File: config.mk
export PLATFORM = sky130hd
export DESIGN_NAME = pe_sched_arbiter_flat
export DESIGN_NICKNAME = d
export VERILOG_FILES = /design/src/rtl/pe_sched_arbiter_pkg.sv /design/src/rtl/pe_sched_arbiter_if.sv /design/src/rtl/pe_sched_arbiter_rr_arb.sv /design/src/rtl/pe_sched_arbiter.sv /design/src/flat_wrapper.sv
export SDC_FILE = /design/constraint.sdc
export NUM_CORES = 1
export LEC_CHECK = 0
export CAP_MARGIN = 20
export CORE_AREA = 8 8 329 331
export CTS_CLUSTER_SIZE = 14
export DETAILED_ROUTE_END_ITERATION = 8
export DIE_AREA = 0 0 337 339
export SYNTH_ARGS = -nofsm -noshare
export SYNTH_HDL_FRONTEND = slang
export SYNTH_SLANG_ARGS = --single-unit
File: constraint.sdc
create_clock -name clk -period 11.2 [get_ports clk]
set_clock_uncertainty 0.15 [all_clocks]
set_input_delay 1.68 -clock clk [delete_from_list [all_inputs] [get_ports clk]]
set_output_delay 1.68 -clock clk [all_outputs]
set_load 0.005 [all_outputs]
File: src/rtl/pe_sched_arbiter_pkg.sv
// Shared PE definitions: opcode class encodings, default result latency
// and small sizing helpers used by the scheduler/arbiter slice.
package pe_pkg;

    // Default PE result latency in cycles, counted from the issue edge.
    localparam int unsigned PeLat = 1;

    // Opcode class lives in opcode[31:25].
    localparam logic [6:0] ClsArith = 7'b0000001;
    localparam logic [6:0] ClsFpu   = 7'b0000010;
    localparam logic [6:0] ClsComp  = 7'b0010000;

    function automatic logic [6:0] opcode_class(input logic [31:0] opcode);
        return opcode[31:25];
    endfunction

    // Index width for a requester count; never narrower than one bit.
    function automatic int unsigned idx_width(input int unsigned n);
        return (n > 1) ? $clog2(n) : 1;
    endfunction

endpackage

File: src/rtl/pe_sched_arbiter_if.sv
// Request/response handshake and PE issue/result bus shared between the
// requester side (master) and the scheduler/arbiter (slave).
interface pe_sched_arbiter_if #(
    parameter int unsigned NREQ = 4
) ();

    logic [NREQ-1:0]    req_valid;
    logic [NREQ-1:0]    req_ready;
    logic [NREQ*32-1:0] req_opcode;
    logic [NREQ*32-1:0] req_op1;
    logic [NREQ*32-1:0] req_op2;
    logic [NREQ*32-1:0] req_op3;

    logic [NREQ-1:0]    rsp_valid;
    logic [NREQ-1:0]    rsp_ready;
    logic [NREQ*32-1:0] rsp_data;
    logic [NREQ-1:0]    rsp_err;

    logic               pe_valid_in;
    logic [31:0]        pe_opcode;
    logic [31:0]        pe_op1;
    logic [31:0]        pe_op2;
    logic [31:0]        pe_op3;
    logic [31:0]        pe_result;
    logic               pe_result_valid;

    // Requesters plus the PE core: drive requests, response ready and results.
    modport master (
        output req_valid, req_opcode, req_op1, req_op2, req_op3, rsp_ready,
        output pe_result, pe_result_valid,
        input  req_ready, rsp_valid, rsp_data, rsp_err,
        input  pe_valid_in, pe_opcode, pe_op1, pe_op2, pe_op3
    );

    // Scheduler/arbiter.
    modport slave (
        input  req_valid, req_opcode, req_op1, req_op2, req_op3, rsp_ready,
        input  pe_result, pe_result_valid,
        output req_ready, rsp_valid, rsp_data, rsp_err,
        output pe_valid_in, pe_opcode, pe_op1, pe_op2, pe_op3
    );

endinterface

File: src/rtl/pe_sched_arbiter_rr_arb.sv
// Round-robin one-hot selector: search starts at rr_ptr+1 and wraps modulo NREQ.
module pe_rr_arb
    import pe_pkg::*;
#(
    parameter int unsigned NREQ = 4,
    parameter int unsigned IdxW = idx_width(NREQ)
) (
    input  logic [NREQ-1:0] eligible,
    input  logic [IdxW-1:0] rr_ptr,
    output logic [NREQ-1:0] grant
);

    logic [IdxW-1:0] idx;
    logic            found;

    // Pick the first eligible requester after the last granted one.
    always_comb begin
        grant = '0;
        found = 1'b0;
        idx   = '0;
        for (int k = 1; k <= NREQ; k++) begin
            idx = IdxW'((int'(rr_ptr) + k) % int'(NREQ));
            if (!found && eligible[idx]) begin
                grant[idx] = 1'b1;
                found      = 1'b1;
            end
        end
    end

endmodule

File: src/rtl/pe_sched_arbiter.sv
// Shares one PE core among NREQ requesters: round-robin issue, a tag pipeline
// that follows each op through the PE latency, and per-requester response
// buffers held until the requester accepts them.
module pe_sched_arbiter
    import pe_pkg::*;
#(
    parameter int unsigned NREQ = 4,
    parameter int unsigned LAT  = PeLat
) (
    input  logic              clk,
    input  logic              rst_n,
    input  logic              en,
    pe_sched_arbiter_if.slave bus,
    output logic [15:0]       issue_cnt,
    output logic [15:0]       err_cnt,
    output logic              idle
);

    localparam int unsigned IdxW = idx_width(NREQ);

    logic [NREQ-1:0]    busy_q;
    logic [IdxW-1:0]    rr_ptr_q;
    logic [NREQ-1:0]    eligible;
    logic [NREQ-1:0]    grant;
    logic [IdxW-1:0]    grant_idx;
    logic               issue;
    logic [31:0]        sel_opcode, sel_op1, sel_op2, sel_op3;

    logic [LAT-1:0]     tag_vld_q;
    logic [IdxW-1:0]    tag_idx_q [LAT];
    logic               exit_vld;
    logic [IdxW-1:0]    exit_idx;

    logic [NREQ-1:0]    rsp_valid_q;
    logic [NREQ-1:0]    rsp_err_q;
    logic [NREQ*32-1:0] rsp_data_q;
    logic [15:0]        issue_cnt_q;
    logic [15:0]        err_cnt_q;

    // A requester with a result still pending is not eligible, so at most one
    // op per requester is ever in flight and its buffer is never overwritten.
    assign eligible = bus.req_valid & ~busy_q & {NREQ{en}};

    pe_rr_arb #(
        .NREQ (NREQ),
        .IdxW (IdxW)
    ) u_rr_arb (
        .eligible (eligible),
        .rr_ptr   (rr_ptr_q),
        .grant    (grant)
    );

    assign issue = |grant;

    // Encode the one-hot grant and steer the granted operands to the PE.
    always_comb begin
        grant_idx  = '0;
        sel_opcode = '0;
        sel_op1    = '0;
        sel_op2    = '0;
        sel_op3    = '0;
        for (int i = 0; i < NREQ; i++) begin
            if (grant[i]) begin
                grant_idx  = IdxW'(i);
                sel_opcode = bus.req_opcode[32*i +: 32];
                sel_op1    = bus.req_op1[32*i +: 32];
                sel_op2    = bus.req_op2[32*i +: 32];
                sel_op3    = bus.req_op3[32*i +: 32];
            end
        end
    end

    assign bus.req_ready   = grant;
    assign bus.pe_valid_in = issue;
    assign bus.pe_opcode   = sel_opcode;
    assign bus.pe_op1      = sel_op1;
    assign bus.pe_op2      = sel_op2;
    assign bus.pe_op3      = sel_op3;

    // Busy set on issue, cleared on response handshake; pointer follows grants.
    always_ff @(posedge clk or negedge rst_n) begin
        if (!rst_n) begin
            busy_q   <= '0;
            rr_ptr_q <= IdxW'(NREQ - 1);
        end else begin
            busy_q <= (busy_q & ~(rsp_valid_q & bus.rsp_ready)) | grant;
            if (issue) begin
                rr_ptr_q <= grant_idx;
            end
        end
    end

    // Tag pipeline: shifts every cycle so the tag exits as the PE result lands.
    always_ff @(posedge clk or negedge rst_n) begin
        if (!rst_n) begin
            tag_vld_q <= '0;
            for (int s = 0; s < LAT; s++) begin
                tag_idx_q[s] <= '0;
            end
        end else begin
            tag_vld_q[0] <= issue;
            tag_idx_q[0] <= grant_idx;
            for (int s = 1; s < LAT; s++) begin
                tag_vld_q[s] <= tag_vld_q[s-1];
                tag_idx_q[s] <= tag_idx_q[s-1];
            end
        end
    end

    assign exit_vld = tag_vld_q[LAT-1];
    assign exit_idx = tag_idx_q[LAT-1];

    // Response buffers: load on tag exit, hold until the requester takes it.
    always_ff @(posedge clk or negedge rst_n) begin
        if (!rst_n) begin
            rsp_valid_q <= '0;
            rsp_err_q   <= '0;
            rsp_data_q  <= '0;
        end else begin
            for (int i = 0; i < NREQ; i++) begin
                if (exit_vld && (exit_idx == IdxW'(i))) begin
                    rsp_valid_q[i]          <= 1'b1;
                    rsp_err_q[i]            <= ~bus.pe_result_valid;
                    rsp_data_q[32*i +: 32]  <= bus.pe_result_valid ? bus.pe_result : 32'd0;
                end else if (bus.rsp_ready[i]) begin
                    rsp_valid_q[i] <= 1'b0;
                end
            end
        end
    end

    // Wrapping issue and error counters.
    always_ff @(posedge clk or negedge rst_n) begin
        if (!rst_n) begin
            issue_cnt_q <= '0;
            err_cnt_q   <= '0;
        end else begin
            if (issue) begin
                issue_cnt_q <= issue_cnt_q + 16'd1;
            end
            if (exit_vld && !bus.pe_result_valid) begin
                err_cnt_q <= err_cnt_q + 16'd1;
            end
        end
    end

    assign bus.rsp_valid = rsp_valid_q;
    assign bus.rsp_err   = rsp_err_q;
    assign bus.rsp_data  = rsp_data_q;
    assign issue_cnt     = issue_cnt_q;
    assign err_cnt       = err_cnt_q;
    assign idle          = (busy_q == '0) && (tag_vld_q == '0);

endmodule

File: src/flat_wrapper.sv
// flat-port wrapper written by rule: the top's interface ports become plain ports
module pe_sched_arbiter_flat import pe_pkg::*;
#(
    parameter int unsigned NREQ = 4,
    parameter int unsigned LAT  = PeLat
)
  (clk, rst_n, en, issue_cnt, err_cnt, idle, bus_req_valid, bus_req_opcode, bus_req_op1, bus_req_op2, bus_req_op3, bus_rsp_ready, bus_pe_result, bus_pe_result_valid, bus_req_ready, bus_rsp_valid, bus_rsp_data, bus_rsp_err, bus_pe_valid_in, bus_pe_opcode, bus_pe_op1, bus_pe_op2, bus_pe_op3);
  pe_sched_arbiter_if #(.NREQ(NREQ)) bus_i ();
  input  logic clk;
  input  logic rst_n;
  input  logic en;
  output logic [15:0] issue_cnt;
  output logic [15:0] err_cnt;
  output logic idle;
  input wire logic [$bits(bus_i.req_valid)-1:0] bus_req_valid;
  input wire logic [$bits(bus_i.req_opcode)-1:0] bus_req_opcode;
  input wire logic [$bits(bus_i.req_op1)-1:0] bus_req_op1;
  input wire logic [$bits(bus_i.req_op2)-1:0] bus_req_op2;
  input wire logic [$bits(bus_i.req_op3)-1:0] bus_req_op3;
  input wire logic [$bits(bus_i.rsp_ready)-1:0] bus_rsp_ready;
  input wire logic [$bits(bus_i.pe_result)-1:0] bus_pe_result;
  input wire logic [$bits(bus_i.pe_result_valid)-1:0] bus_pe_result_valid;
  output wire logic [$bits(bus_i.req_ready)-1:0] bus_req_ready;
  output wire logic [$bits(bus_i.rsp_valid)-1:0] bus_rsp_valid;
  output wire logic [$bits(bus_i.rsp_data)-1:0] bus_rsp_data;
  output wire logic [$bits(bus_i.rsp_err)-1:0] bus_rsp_err;
  output wire logic [$bits(bus_i.pe_valid_in)-1:0] bus_pe_valid_in;
  output wire logic [$bits(bus_i.pe_opcode)-1:0] bus_pe_opcode;
  output wire logic [$bits(bus_i.pe_op1)-1:0] bus_pe_op1;
  output wire logic [$bits(bus_i.pe_op2)-1:0] bus_pe_op2;
  output wire logic [$bits(bus_i.pe_op3)-1:0] bus_pe_op3;
  assign bus_i.req_valid = bus_req_valid;
  assign bus_i.req_opcode = bus_req_opcode;
  assign bus_i.req_op1 = bus_req_op1;
  assign bus_i.req_op2 = bus_req_op2;
  assign bus_i.req_op3 = bus_req_op3;
  assign bus_i.rsp_ready = bus_rsp_ready;
  assign bus_i.pe_result = bus_pe_result;
  assign bus_i.pe_result_valid = bus_pe_result_valid;
  assign bus_req_ready = bus_i.req_ready;
  assign bus_rsp_valid = bus_i.rsp_valid;
  assign bus_rsp_data = bus_i.rsp_data;
  assign bus_rsp_err = bus_i.rsp_err;
  assign bus_pe_valid_in = bus_i.pe_valid_in;
  assign bus_pe_opcode = bus_i.pe_opcode;
  assign bus_pe_op1 = bus_i.pe_op1;
  assign bus_pe_op2 = bus_i.pe_op2;
  assign bus_pe_op3 = bus_i.pe_op3;
  pe_sched_arbiter #(.NREQ(NREQ), .LAT(LAT)) u_core (.clk(clk), .rst_n(rst_n), .en(en), .bus(bus_i), .issue_cnt(issue_cnt), .err_cnt(err_cnt), .idle(idle));
endmodule
After elaboration in Yosys (flattened, before gate mapping)
Cells that the tools add are included.
- flip-flop bits (word level): 177
- latch bits: 0
- RAM bits: 0
- memory bits (read-only): 0
- input port bits: 556
- output and inout bits: 302
- logic and storage cells: 122
- memories: 0
- $add $sub $neg: 6
- $mul: 0
- divide/modulo/power cells: 0
- magnitude comparators: 8
- equal/unequal tests: 3
- shift-type cells: 0
- multiplexer cells: 51
- bitwise operators: 12
- reductions and logical operators: 24
- operator list (cell ; number):
    two-way mux 32 bit ; 17
    adder 16 x 1 -> 16 bit, second input constant ; 2
    two-way mux 1 bit ; 20
    AND 4 bit ; 4
    two-way mux 4 bit ; 4
    bitwise OR 4 bit ; 4
    logical AND 1 bit ; 13
    < comparator 2 x 3 -> 1 bit, second input constant ; 4
    binary-select mux 1 bit (select 2 bit) ; 4
    demux 1 bit (select 2 bit) ; 4
    >= comparator 2 x 1 -> 1 bit, second input constant ; 4
    inverter 4 bit ; 2
    nonzero test 2 bit ; 4
    adder 2 x 1 -> 2 bit, second input constant ; 2
    adder 2 bit, second input constant ; 2
    == test 2 bit, second input constant ; 2
    logical NOT 1 bit ; 4
    logical NOT 4 bit ; 1
    two-way mux 2 bit ; 2
    OR reduction 4 bit ; 1
    == test 2 x 1 -> 1 bit, second input constant ; 1
    logical NOT 2 bit ; 1
    inverter 1 bit ; 2

Depth between registers and ports, before layout
Gate-level depths: netlist of the first run.
- word-level depth: 19
- depth in mapped cells: 13
- mapped depth without buffers: 10

Hierarchy
A second synthesis of the first run with hierarchy kept.
- cell total of the unflattened synthesis: 1125
- area, all modules: 10691.5 um^2
- modules (own cells, without submodules) (module ; instances ; cells each ; area an instance (um^2) ; sequential area each (um^2)):
    pe_sched_arbiter ; 1 ; 1087 ; 10333.7 ; 4431.8
    pe_rr_arb ; 1 ; 38 ; 357.8 ; 0.0

Least setup slack after synthesis of the first run
No wires, ideal clock.
- kind: input port to output port
- from: input en
- to: output bus_pe_op1[0]
- arrival: 3.748 ns
- required time: 9.370 ns
- path slack: 5.622 ns
- stages on the path: 11
- path buffers: 3
- cells stage by stage: and4bb_4 o21a_1 or2_4 a22o_1 a221o_1 buf_6 nor4_4 buf_12 buf_12 a22oi_2 o21ai_1
- cells in the longest elaborated chain, start to end: 17
- elaborated cells on any way between the ends: 29
- those cells by class: mux (19); bitwise (4); reduce/logical (6)
- ends and longest elaborated chain (what ; RTL line ; text):
    from (decl) ; flat_wrapper.sv:11 ; input logic en;
    AND 4 bit * ; pe_sched_arbiter.sv:42 ; assign eligible = bus.req_valid & ~busy_q & {NREQ{en}};
    binary-select mux 1 bit (select 2 bit) ; pe_sched_arbiter_rr_arb.sv:23 ; if (!found && eligible[idx]) begin
    two-way mux 1 bit (implied by the code) ; pe_sched_arbiter_rr_arb.sv:23 ;
    two-way mux 1 bit ; pe_sched_arbiter_rr_arb.sv:23 ;
    logical NOT 1 bit ; pe_sched_arbiter_rr_arb.sv:23 ;
    logical AND 1 bit ; pe_sched_arbiter_rr_arb.sv:23 ;
    two-way mux 1 bit ; pe_sched_arbiter_rr_arb.sv:23 ;
    logical NOT 1 bit ; pe_sched_arbiter_rr_arb.sv:23 ;
    logical AND 1 bit ; pe_sched_arbiter_rr_arb.sv:23 ;
    two-way mux 1 bit ; pe_sched_arbiter_rr_arb.sv:23 ;
    logical NOT 1 bit ; pe_sched_arbiter_rr_arb.sv:23 ;
    logical AND 1 bit ; pe_sched_arbiter_rr_arb.sv:23 ;
    two-way mux 4 bit * ; pe_sched_arbiter_rr_arb.sv:23 ;
    two-way mux 32 bit (3 in series) ; pe_sched_arbiter.sv:63 ; if (grant[i]) begin
    two-way mux 32 bit * ; pe_sched_arbiter.sv:63 ;
    to (decl) ; flat_wrapper.sv:29 ; output wire logic [$bits(bus_i.pe_op1)-1:0] bus_pe_op1;
Mark *: on every way between the ends. The rest lies on a longest branch, timed or not. The select of a mux whose other input is x is not followed.

Final worst setup path of the first run
- from: input en
- to: output bus_pe_op3[12]
- cells in the longest elaborated chain, start to end: 17
- elaborated cells on any way between the ends: 29
- those cells by class: mux (19); bitwise (4); reduce/logical (6)
- ends and longest elaborated chain (what ; RTL line ; text):
    AND 4 bit * ; pe_sched_arbiter.sv:42 ;
    binary-select mux 1 bit (select 2 bit) ; pe_sched_arbiter_rr_arb.sv:23 ;
    two-way mux 1 bit (implied by the code) ; pe_sched_arbiter_rr_arb.sv:23 ;
    two-way mux 1 bit ; pe_sched_arbiter_rr_arb.sv:23 ;
    logical NOT 1 bit ; pe_sched_arbiter_rr_arb.sv:23 ;
    logical AND 1 bit ; pe_sched_arbiter_rr_arb.sv:23 ;
    two-way mux 1 bit ; pe_sched_arbiter_rr_arb.sv:23 ;
    logical NOT 1 bit ; pe_sched_arbiter_rr_arb.sv:23 ;
    logical AND 1 bit ; pe_sched_arbiter_rr_arb.sv:23 ;
    two-way mux 1 bit ; pe_sched_arbiter_rr_arb.sv:23 ;
    logical NOT 1 bit ; pe_sched_arbiter_rr_arb.sv:23 ;
    logical AND 1 bit ; pe_sched_arbiter_rr_arb.sv:23 ;
    two-way mux 4 bit * ; pe_sched_arbiter_rr_arb.sv:23 ;
    two-way mux 32 bit (3 in series) ; pe_sched_arbiter.sv:63 ;
    two-way mux 32 bit * ; pe_sched_arbiter.sv:63 ;
    to (decl) ; flat_wrapper.sv:31 ; output wire logic [$bits(bus_i.pe_op3)-1:0] bus_pe_op3;
Marked as above.

==> results of run 1 <==
==> how the worst min path moves through the flow <==
stage | start | to | slack (ns) | depth (start not counted)
global route | u_core.issue_cnt[15]$_DFFE_PN0P_ | u_core.issue_cnt[15]$_DFFE_PN0P_ | 0.34 | 1
finish | u_core.err_cnt[15]$_DFFE_PN0P_ | u_core.err_cnt[15]$_DFFE_PN0P_ | 0.33 | 1
detailed placement | u_core.bus.rsp_data[109]$_DFFE_PN0P_ | u_core.bus.rsp_data[109]$_DFFE_PN0P_ | 0.32 | 2
CTS | u_core.issue_cnt[15]$_DFFE_PN0P_ | u_core.issue_cnt[15]$_DFFE_PN0P_ | 0.33 | 1
floorplan | u_core.err_cnt[15]$_DFFE_PN0P_ | u_core.err_cnt[15]$_DFFE_PN0P_ | 0.32 | 1
global placement | u_core.bus.rsp_data[56]$_DFFE_PN0P_ | u_core.bus.rsp_data[56]$_DFFE_PN0P_ | 0.31 | 2
==> power by group through the flow <==
stage                     clock network (uW)  logic [uW]  registers, uW
after CTS                                645        3860           1060
after detailed placement                   0        3820           1080
after global placement                     0        3840           1060
final                                    619        3750           1060
after global routing                     663        4080           1100
after floorplan                            0        1330           1080
==> sequential cells by signal (all words and copies together) (netlist names) <==
register              flops
u_core.bus.rsp_data     128
u_core.bus.rsp_err        4
u_core.bus.rsp_valid      4
u_core.busy_q             4
u_core.err_cnt           16
u_core.exit_idx           2
u_core.exit_vld           1
u_core.issue_cnt         16
u_core.rr_ptr_q           2
==> through the flow <==
stage	cells	setup slack (ns)	hold WS [ns]	area, um2
floorplan	1122	5.62	0.318	10600
global placement	3268	2.29	0.311	20400
detailed placement	3268	2.32	0.319	20400
CTS	3300	2.29	0.330	21000
global route	3309	2.15	0.343	21100
finish	3313	2.32	0.329	21100
==> cells by family (layout without fill, tap and decap cells) <==
kind of cell / Yosys count / after routing / share of synthesized area (%)
simple gates: 248 / 248 / 10.7
xor+xnor: 30 / 30 / 2.48
flops: 177 / 177 / 41.8
compound gates: 540 / 540 / 37.0
mux: 2 / 2 / 0.213
fa+ha+maj: 10 / 10 / 1.18
buf+inv: 115 / 913 / 6.66
other cells: 0 / 13 / 0
==> worst max-delay path: stages <==
cell and delay [ns]:
clkdlybuf4s50_1 0.56, and4b_1 0.30, o21a_1 0.20, or2_4 0.25, a22o_1 0.25, a221o_4 0.60
nor2_4 0.76, buf_12 0.35, a22oi_1 0.26, o21ai_1 0.75, clkdlybuf4s50_1 0.66
==> final cells by class <==
class,instances,area share [%]
Antenna cell,13,0.154
Clock buffer,17,2.02
Clock inverter,15,0.903
Inverter,8,0.143
Multi-Input combinational cell,830,26.1
Sequential cell,177,21.0
Tap cell,1380,8.20
Timing Repair Buffer,873,41.5
==> routing by layer <==
metal  part of all wire, %  up-vias  GRT usage (%)
li1                      -     5769              -
met1                    39     6057           17.1
met2                    47      642           23.6
met3                    13       53           7.68
met4                  0.86        0           2.66
met5                     0        -              0
==> Yosys cell counts, types with 7 or more instances <==
| cell type | count |
|---|---|
| nand2_1 | 183 |
| dfrtp_1 | 175 |
| a22oi_1 | 156 |
| o21ai_0 | 137 |
| o21ai_1 | 129 |
| a22oi_2 | 100 |
| clkbuf_1 | 65 |
| xnor2_1 | 23 |
| buf_4 | 14 |
| nand3_1 | 14 |
| buf_12 | 11 |
| buf_2 | 10 |
| ha_1 | 10 |
| nor2_1 | 9 |
| nand4_1 | 8 |
| inv_1 | 7 |
| xor2_1 | 7 |
==> results.sh, run 1 <==
export IMPL_post_cts_buffers=0
export IMPL_rr_worst_depth=12
export IMPL_coreArea_um2=103000
export IMPL_syn_cell_area_um2=10600
export IMPL_pwr_share_clk_pct=11.4
export IMPL_power_frac_seq_pct=19.6
export IMPL_cp_start_kind="input port"
export IMPL_grt_pass1_vias=12828
export IMPL_synthFlopType="dfrtp_1"
export IMPL_cp_required_ns=9.37
export IMPL_finalCritPeriodShare_pct=79.3
export IMPL_drv_cap=0
export IMPL_r2r_end="u_core.issue_cnt[15]$_DFFE_PN0P_"
export IMPL_post_route_cells_drive_above_1_share_pct=8.54
export IMPL_yosysSeqAreaShare_pct=41.8
export IMPL_yosys_register_bits=177
export IMPL_internal_power_uw=2930
export IMPL_finalHoldViolations=0
export IMPL_grt_use_total_pct=14.5
export IMPL_tritoncts="done"
export IMPL_combPwrFrac_pct=69.0
export IMPL_routed_wl_um=87700
export IMPL_async_flop_share_pct=100
export IMPL_fill_cells=11339
export IMPL_wl_per_cell_um=26.5
export IMPL_layout_commonest_cell="clkdlybuf4s50_1"
export IMPL_power_leakage_uw=0.00750
export IMPL_initial_utilization_pct=10.3
export IMPL_worstSetupStartpoint="en"
export IMPL_viasPerCell=3.78
export IMPL_ioPinCount=858
export IMPL_yosys_warnings=0
export IMPL_root_buffer="clkbuf_16"
export IMPL_r2r_start="u_core.rr_ptr_q[0]$_DFFE_PN1P_"
export IMPL_drc_errors=0
export IMPL_relSlewSlack_pct=28.1
export IMPL_grt_max_degree=137
export IMPL_ant_nets=0
export IMPL_clkLatencyLatePin_ns=0.44
export IMPL_tightest_slew_ns=1.08
export IMPL_die_y_um=339
export IMPL_syn2layout_area_growth_pct=98.8
export IMPL_gp_congestion=1.12
export IMPL_path_class="input port to primary output"
export IMPL_max_freq_ghz=0.113
export IMPL_outcome="complete, no violations"
export IMPL_setup_violations_final=0
export IMPL_hold_class="flop to flop"
export IMPL_p_per_area_nw_per_um2=258
export IMPL_synth_area_per_cell_um2=9.44
export IMPL_finalSetupTns_ns=0
export IMPL_syn_inst=1122
export IMPL_p_sw_uw=2490
export IMPL_synth_area_top_cells="dfrtp_1 (41%), a22oi_2 (12%), a22oi_1 (11%)"
export IMPL_cp_arrival_ns=7.05
export IMPL_drtIter0Drc=883
export IMPL_grt_pass1_wl_um=116000
export IMPL_die_area_um2=114000
export IMPL_ys_types=55
export IMPL_drt_pass1_iter_count=6
export IMPL_ctsResizeCount=0
export IMPL_num_rows=118
export IMPL_fin_nets=2473
export IMPL_vias=12521
export IMPL_gr_total_overflow=0
export IMPL_fp_dieW_um=337
export IMPL_period_needed_ns=8.88
export IMPL_critPathCaptureType="primary output"
export IMPL_clockBufferDepth=2
export IMPL_antenna_found_initial=28
export IMPL_multi_input_area_um2=5490
export IMPL_critical_path_max_fanout=101
export IMPL_synth_largest_area_cell="dfrtp_1"
export IMPL_rsz0062_at_grt="false"
export IMPL_portBuffers=857
export IMPL_hold_buffers=0
export IMPL_r2r_slack_ns=6.57
export IMPL_syn_nets=1688
export IMPL_final_util_pct=20.5
export IMPL_seq_area_um2=4430
export IMPL_cts_htree_levels=4
export IMPL_switching_share_pct=46.0
export IMPL_maxSlewViolCount=0
export IMPL_post_dp_hpwl_um=74700
export IMPL_cts_made_buffers=17
export IMPL_clk_pin_slew_worst_paths_ns=0.07
export IMPL_layout_common_cells="clkdlybuf4s50_1 (856), nand2_1 (183), dfrtp_1 (175)"
export IMPL_synth_edf_count=0
export IMPL_crit_end="bus_pe_op3[12]"
export IMPL_clock_sinks=177
export IMPL_synth_top_cell_area_share_pct=41.3
export IMPL_max_vdd_ir_drop_mv=0.144
export IMPL_power_uw=5430
No activity file was read; power rests on OpenSTA's default activity.
==> run 2: changes to the inputs <==
==> constraint.sdc (replaced) <==
create_clock -name clk -period 7.6 [get_ports clk]
set_clock_uncertainty 0.15 [all_clocks]
set_input_delay 1.14 -clock clk [delete_from_list [all_inputs] [get_ports clk]]
set_output_delay 1.14 -clock clk [all_outputs]
set_load 0.005 [all_outputs]
==> run 2 against run 1 <==
Register-to-register slack got worse by 3.2 ns. Sequential cell count unchanged. Final cell count up 0.36%. Clock power is 44% higher. Via count grew 0.85%. Final area grew 0.51%. Highest routed layer is now met5. Clock-buffer cell count rose by 2. Worst hold slack lost 0.0071 ns. Critical path depth is 1 lower. Combinational power up 51%. Non-clock buffer count grew 16.
==> results.sh, run 2 (synthesized netlist as in run 1, its figures left out) <==
export IMPL_place_inst=3284
export IMPL_hold_buffers=0
export IMPL_relSlewSlack_pct=25.9
export IMPL_portBuffers=857
export IMPL_post_dp_hpwl_um=75500
export IMPL_seq_area_um2=4430
export IMPL_cp_required_ns=6.31
export IMPL_path_class="input port to primary output"
export IMPL_syn2layout_area_growth_pct=99.8
export IMPL_grt_max_degree=86
export IMPL_grt_pass1_vias=12754
export IMPL_internal_power_uw=4380
export IMPL_post_cts_buffers=0
export IMPL_wl_per_cell_um=26.6
export IMPL_power_frac_seq_pct=19.3
export IMPL_fin_nets=2489
export IMPL_whs_ns=0.322
export IMPL_hold_class="flop to flop"
export IMPL_combPwrFrac_pct=69.7
export IMPL_num_rows=118
export IMPL_layout_commonest_cell="clkdlybuf4s50_1"
export IMPL_p_sw_uw=3730
export IMPL_switching_share_pct=46.0
export IMPL_outcome="complete, no violations"
export IMPL_fill_cells=11377
export IMPL_coreArea_um2=103000
export IMPL_cts_htree_levels=4
export IMPL_setup_violations_final=0
export IMPL_max_vdd_ir_drop_mv=0.177
export IMPL_period_needed_ns=7.28
export IMPL_drc_errors=0
export IMPL_gp_congestion=0.898
export IMPL_critical_path_max_fanout=72
export IMPL_clockBufferDepth=2
export IMPL_tightest_slew_ns=1.10
export IMPL_stdcell_count=3325
export IMPL_multi_input_area_um2=5490
export IMPL_viasPerCell=3.80
export IMPL_maxSlewViolCount=0
export IMPL_ant_nets=0
export IMPL_root_buffer="clkbuf_16"
export IMPL_rsz0062_at_grt="false"
export IMPL_max_freq_ghz=0.137
export IMPL_antenna_found_initial=31
export IMPL_die_y_um=339
export IMPL_finalCritPeriodShare_pct=95.8
export IMPL_grt_use_total_pct=14.6
export IMPL_finalSetupTns_ns=0
export IMPL_drtIter0Drc=861
export IMPL_gr_total_overflow=0
export IMPL_routed_wl_um=88300
export IMPL_power_leakage_uw=0.00758
export IMPL_clkLatencyLatePin_ns=0.44
export IMPL_finalHoldViolations=0
export IMPL_layout_common_cells="clkdlybuf4s50_1 (854), nand2_1 (183), dfrtp_1 (175)"
export IMPL_post_route_cells_drive_above_1_share_pct=9.40
export IMPL_critPathCaptureType="primary output"
export IMPL_vias=12628
export IMPL_clk_pin_slew_worst_paths_ns=0.07
export IMPL_ioPinCount=858
export IMPL_largest_reg_flops=128
export IMPL_drv_cap=0
export IMPL_p_per_area_nw_per_um2=383
export IMPL_cp_start_kind="input port"
export IMPL_fp_dieW_um=337
export IMPL_drt_pass1_iter_count=5
export IMPL_pwr_share_clk_pct=11.0
export IMPL_die_area_um2=114000
export IMPL_initial_utilization_pct=10.3
export IMPL_cts_made_buffers=17
export IMPL_clock_sinks=177
export IMPL_cp_arrival_ns=5.99
export IMPL_ctsResizeCount=0
export IMPL_grt_pass1_wl_um=115000
export IMPL_tritoncts="done"
[run 2: cell types whose count changed in the layout (fill, tap and decap cells not counted)]
cell             delta
clkinv_4            +2
clkbuf_8            +2
buf_4              +16
buf_12              +2
diode_2             -4
clkdlybuf4s50_1     -2
inv_8               +2
clkinv_8            -5
inv_6               -1
[run 2: layout make-up]
cell class,count,share of cell area (%)
timing repair buffer,889,41.9
multi-input combinational,830,25.9
tap,1380,8.16
clock buffer,19,2.14
sequential,177,20.9
antenna,9,0.106
clock inverter,13,0.662
inverter,8,0.142
[run 2: path summary, 6_finish.rpt]
check	to	slack [ns]	depth (start not counted)	startpoint
worst max-delay path	bus_pe_opcode[31]	0.32	10	en
worst max register to register	u_core.issue_cnt[1]$_DFFE_PN0P_	3.33	10	u_core.rr_ptr_q[0]$_DFFE_PN1P_
max in group asynchronous	u_core.busy_q[2]$_DFF_PN0_	5.43	2	rst_n
min in group asynchronous	u_core.bus.rsp_data[9]$_DFFE_PN0P_	0.49	1	rst_n
worst min-delay path	u_core.err_cnt[15]$_DFFE_PN0P_	0.32	1	u_core.err_cnt[15]$_DFFE_PN0P_
worst min register to register	u_core.err_cnt[15]$_DFFE_PN0P_	0.32	1	u_core.err_cnt[15]$_DFFE_PN0P_
[run 2: critical path, cell delays in order]
cell	delay [ns]
clkdlybuf4s50_1	0.64
nor4bb_1	0.39
o21ai_1	0.14
a211oi_1	0.55
a22o_1	0.24
a221o_4	0.44
buf_4	0.86
a22oi_1	0.20
o21ai_1	0.62
clkdlybuf4s50_1	0.68
[run 2: power by group through the flow]
stage	Sequential (uW)	Combinational (uW)	Clock [uW]
2_1_floorplan	1580	1960	0
6_report	1560	5650	892
3_3_place_gp	1570	5750	0
3_5_place_dp	1580	5730	0
4_1_cts	1570	5780	935
5_1_grt	1610	6080	958
[run 2: through the flow]
stage | instance area (um2) | setup WS (ns) | util (%) | power [uW]
4_1_cts | 21100 | 0.378 | 20.6 | 8280
3_3_place_gp | 20600 | 0.382 | 20.0 | 7310
2_1_floorplan | 10600 | 3.10 | - | 3550
5_1_grt | 21200 | 0.0726 | 20.6 | 8650
3_5_place_dp | 20600 | 0.415 | 20.0 | 7310
6_report | 21200 | 0.317 | 20.6 | 8110
[run 2: per-layer routing]
metal  part of all wire, %  GRT usage, %
met4                   1.2          2.88
met5                 0.015             0
met2                    48          24.6
met3                    10          5.36
met1                    41          17.8
==> run 3: changes to the inputs <==
--- a/config.mk
+++ b/config.mk
@@ -6,10 +6,13 @@
 export NUM_CORES = 1
 export LEC_CHECK = 0
 export CAP_MARGIN = 20
-export CORE_AREA = 8 8 329 331
+export CELL_PAD_IN_SITES_DETAIL_PLACEMENT = 1
+export CELL_PAD_IN_SITES_GLOBAL_PLACEMENT = 1
+export CORE_AREA = 8 8 325 327
 export CTS_CLUSTER_SIZE = 14
 export DETAILED_ROUTE_END_ITERATION = 8
-export DIE_AREA = 0 0 337 339
+export DIE_AREA = 0 0 333 335
+export PLACE_DENSITY_LB_ADDON = 0.1
 export SYNTH_ARGS = -nofsm -noshare
 export SYNTH_HDL_FRONTEND = slang
 export SYNTH_SLANG_ARGS = --single-unit
==> constraint.sdc (replaced) <==
create_clock -name clk -period 8 [get_ports clk]
set_clock_uncertainty 0.15 [all_clocks]
set_input_delay 1.2 -clock clk [delete_from_list [all_inputs] [get_ports clk]]
set_output_delay 1.2 -clock clk [all_outputs]
set_load 0.005 [all_outputs]
==> run 3 against run 2 <==
Final area decreased by 0.38%. Via count decreased by 0.23%. Non-clock buffer count decreased by 5. Clock power about the same. Setup slack improved by 0.72 ns. Sequential share of layout area increased by 0.080 points. Combinational power decreased by 11%. Final cell count decreased by 2.1%. First-iteration DRC count decreased by 15%. Largest power group unchanged.
==> results.sh, run 3 (synthesized netlist as in run 1, its figures left out) <==
export IMPL_root_buffer="clkbuf_16"
export IMPL_portBuffers=857
export IMPL_drtIter0Drc=729
export IMPL_stdcell_count=3256
export IMPL_drv_cap=0
export IMPL_hold_class="flop to flop"
export IMPL_post_dp_hpwl_um=83200
export IMPL_clockBufferDepth=2
export IMPL_gr_total_overflow=0
export IMPL_cp_required_ns=6.65
export IMPL_cp_arrival_ns=5.61
export IMPL_gp_congestion=0.857
export IMPL_multi_input_area_um2=5490
export IMPL_cts_made_buffers=17
export IMPL_fin_area_um2=21100
export IMPL_fp_dieW_um=333
export IMPL_ant_nets=0
export IMPL_critical_path_max_fanout=34
export IMPL_dp_slack_ns=1.09
export IMPL_finalHoldViolations=0
export IMPL_p_per_area_nw_per_um2=352
export IMPL_r2r_slack_ns=3.96
export IMPL_post_route_cells_drive_above_1_share_pct=9.06
export IMPL_clkLatencyLatePin_ns=0.48
export IMPL_layout_common_cells="clkdlybuf4s50_1 (856), nand2_1 (183), dfrtp_1 (175)"
export IMPL_hold_depth=1
export IMPL_hold_buffers=0
export IMPL_worst_slack_ns=1.04
export IMPL_grt_util_met1_pct=19.1
export IMPL_tritoncts="done"
export IMPL_grt_pass1_wl_um=129000
export IMPL_routed_wl_um=98100
export IMPL_max_vdd_ir_drop_mv=0.205
export IMPL_cp_start_kind="input port"
export IMPL_die_area_um2=112000
export IMPL_grt_pass1_vias=13617
export IMPL_fill_cells=11560
export IMPL_drt_pass1_iter_count=5
export IMPL_grt_max_degree=148
export IMPL_layout_commonest_cell="clkdlybuf4s50_1"
export IMPL_rr_worst_depth=10
export IMPL_finalCritPeriodShare_pct=87.0
export IMPL_largest_reg_flops=128
export IMPL_path_class="input port to primary output"
export IMPL_wl_per_cell_um=30.1
export IMPL_finalSetupTns_ns=0
export IMPL_post_cts_buffers=0
export IMPL_relSlewSlack_pct=24.3
export IMPL_gr_usage_met2_pct=30.1
export IMPL_antenna_found_initial=33
export IMPL_power_uw=7430
export IMPL_coreArea_um2=101000
export IMPL_clk_pin_slew_worst_paths_ns=0.07
export IMPL_die_y_um=335
export IMPL_drc_errors=0
export IMPL_num_rows=117
export IMPL_ioPinCount=858
export IMPL_period_needed_ns=6.96
export IMPL_seq_area_um2=4430
export IMPL_ctsResizeCount=0
export IMPL_maxSlewViolCount=0
export IMPL_clock_sinks=177
export IMPL_rsz0062_at_grt="false"
export IMPL_dpl_cell_area_um2=20400
export IMPL_grt_use_total_pct=16.8
export IMPL_initial_utilization_pct=10.5
export IMPL_setup_violations_final=0
export IMPL_fin_nets=2484
export IMPL_outcome="complete, no violations"
export IMPL_use_met3_pct=5.37
export IMPL_tightest_slew_ns=1.14
export IMPL_place_inst=3208
export IMPL_vias=12599
export IMPL_grt_busiest_layer="met2"
export IMPL_viasPerCell=3.87
export IMPL_syn2layout_area_growth_pct=99.1
export IMPL_cts_htree_levels=4
export IMPL_power_leakage_uw=0.00758
export IMPL_critPathCaptureType="primary output"
export IMPL_max_freq_ghz=0.144
## run 3: cell types whose count changed in the layout (fill, tap and decap cells not counted), moves of 2 or more
cell,previous run,this run
buf_4,29,22
diode_2,9,16
clkbuf_8,2,0
clkdlybuf4s50_1,854,856
clkinv_8,2,4
## run 3: worst max-delay path: stages
cell and delay [ns]:
clkdlybuf4s50_1 0.55, and4bb_4 0.29, o21a_1 0.20, or2_4 0.25, a22o_1 0.26, a221o_4 0.51
nor2_4 0.47, buf_4 0.57, a22oi_1 0.31, o21ai_1 0.30, clkdlybuf4s50_1 0.65
## run 3: worst paths after layout
path	startpoint	end
setup / recovery	en	bus_pe_op3[11]
hold / removal	u_core.err_cnt[15]$_DFFE_PN0P_	u_core.err_cnt[15]$_DFFE_PN0P_
setup reg to reg	u_core.rr_ptr_q[0]$_DFFE_PN1P_	u_core.issue_cnt[1]$_DFFE_PN0P_
hold reg to reg	u_core.err_cnt[15]$_DFFE_PN0P_	u_core.err_cnt[15]$_DFFE_PN0P_
max in group asynchronous	rst_n	u_core.err_cnt[0]$_DFFE_PN0P_
min in group asynchronous	rst_n	u_core.bus.rsp_data[70]$_DFFE_PN0P_
## run 3: where the power goes
group / total, uW / leakage (uW) / switching (uW) / internal [uW]
combinational: 5030 / 0.00507 / 2570 / 2460
clock: 895 / 0.000302 / 444 / 451
sequential: 1510 / 0.00221 / 251 / 1260
total: 7430 / 0.00758 / 3260 / 4170
## run 3: final cells by class
class                           instances  area share [%]
Sequential cell                       177            21.0
Antenna cell                           16           0.190
Inverter                                8           0.142
Timing Repair Buffer                  884            41.9
Clock buffer                           17            2.02
Clock inverter                         15           0.908
Tap cell                             1309            7.77
Multi-Input combinational cell        830            26.0
## run 3: routing by layer
metal	vias to the layer above	share of wire (%)
li1	5793	-
met1	6208	39
met2	520	52
met3	76	7.2
met4	2	1.9
met5	-	0.013
## run 3: through the flow
| step | util [%] | hold slack, ns |
|---|---|---|
| detailed placement | 20.3 | 0.322 |
| floorplan | - | 0.318 |
| global route | 20.9 | 0.363 |
| global placement | 20.3 | 0.311 |
| CTS | 20.9 | 0.333 |
| finish | 20.9 | 0.324 |
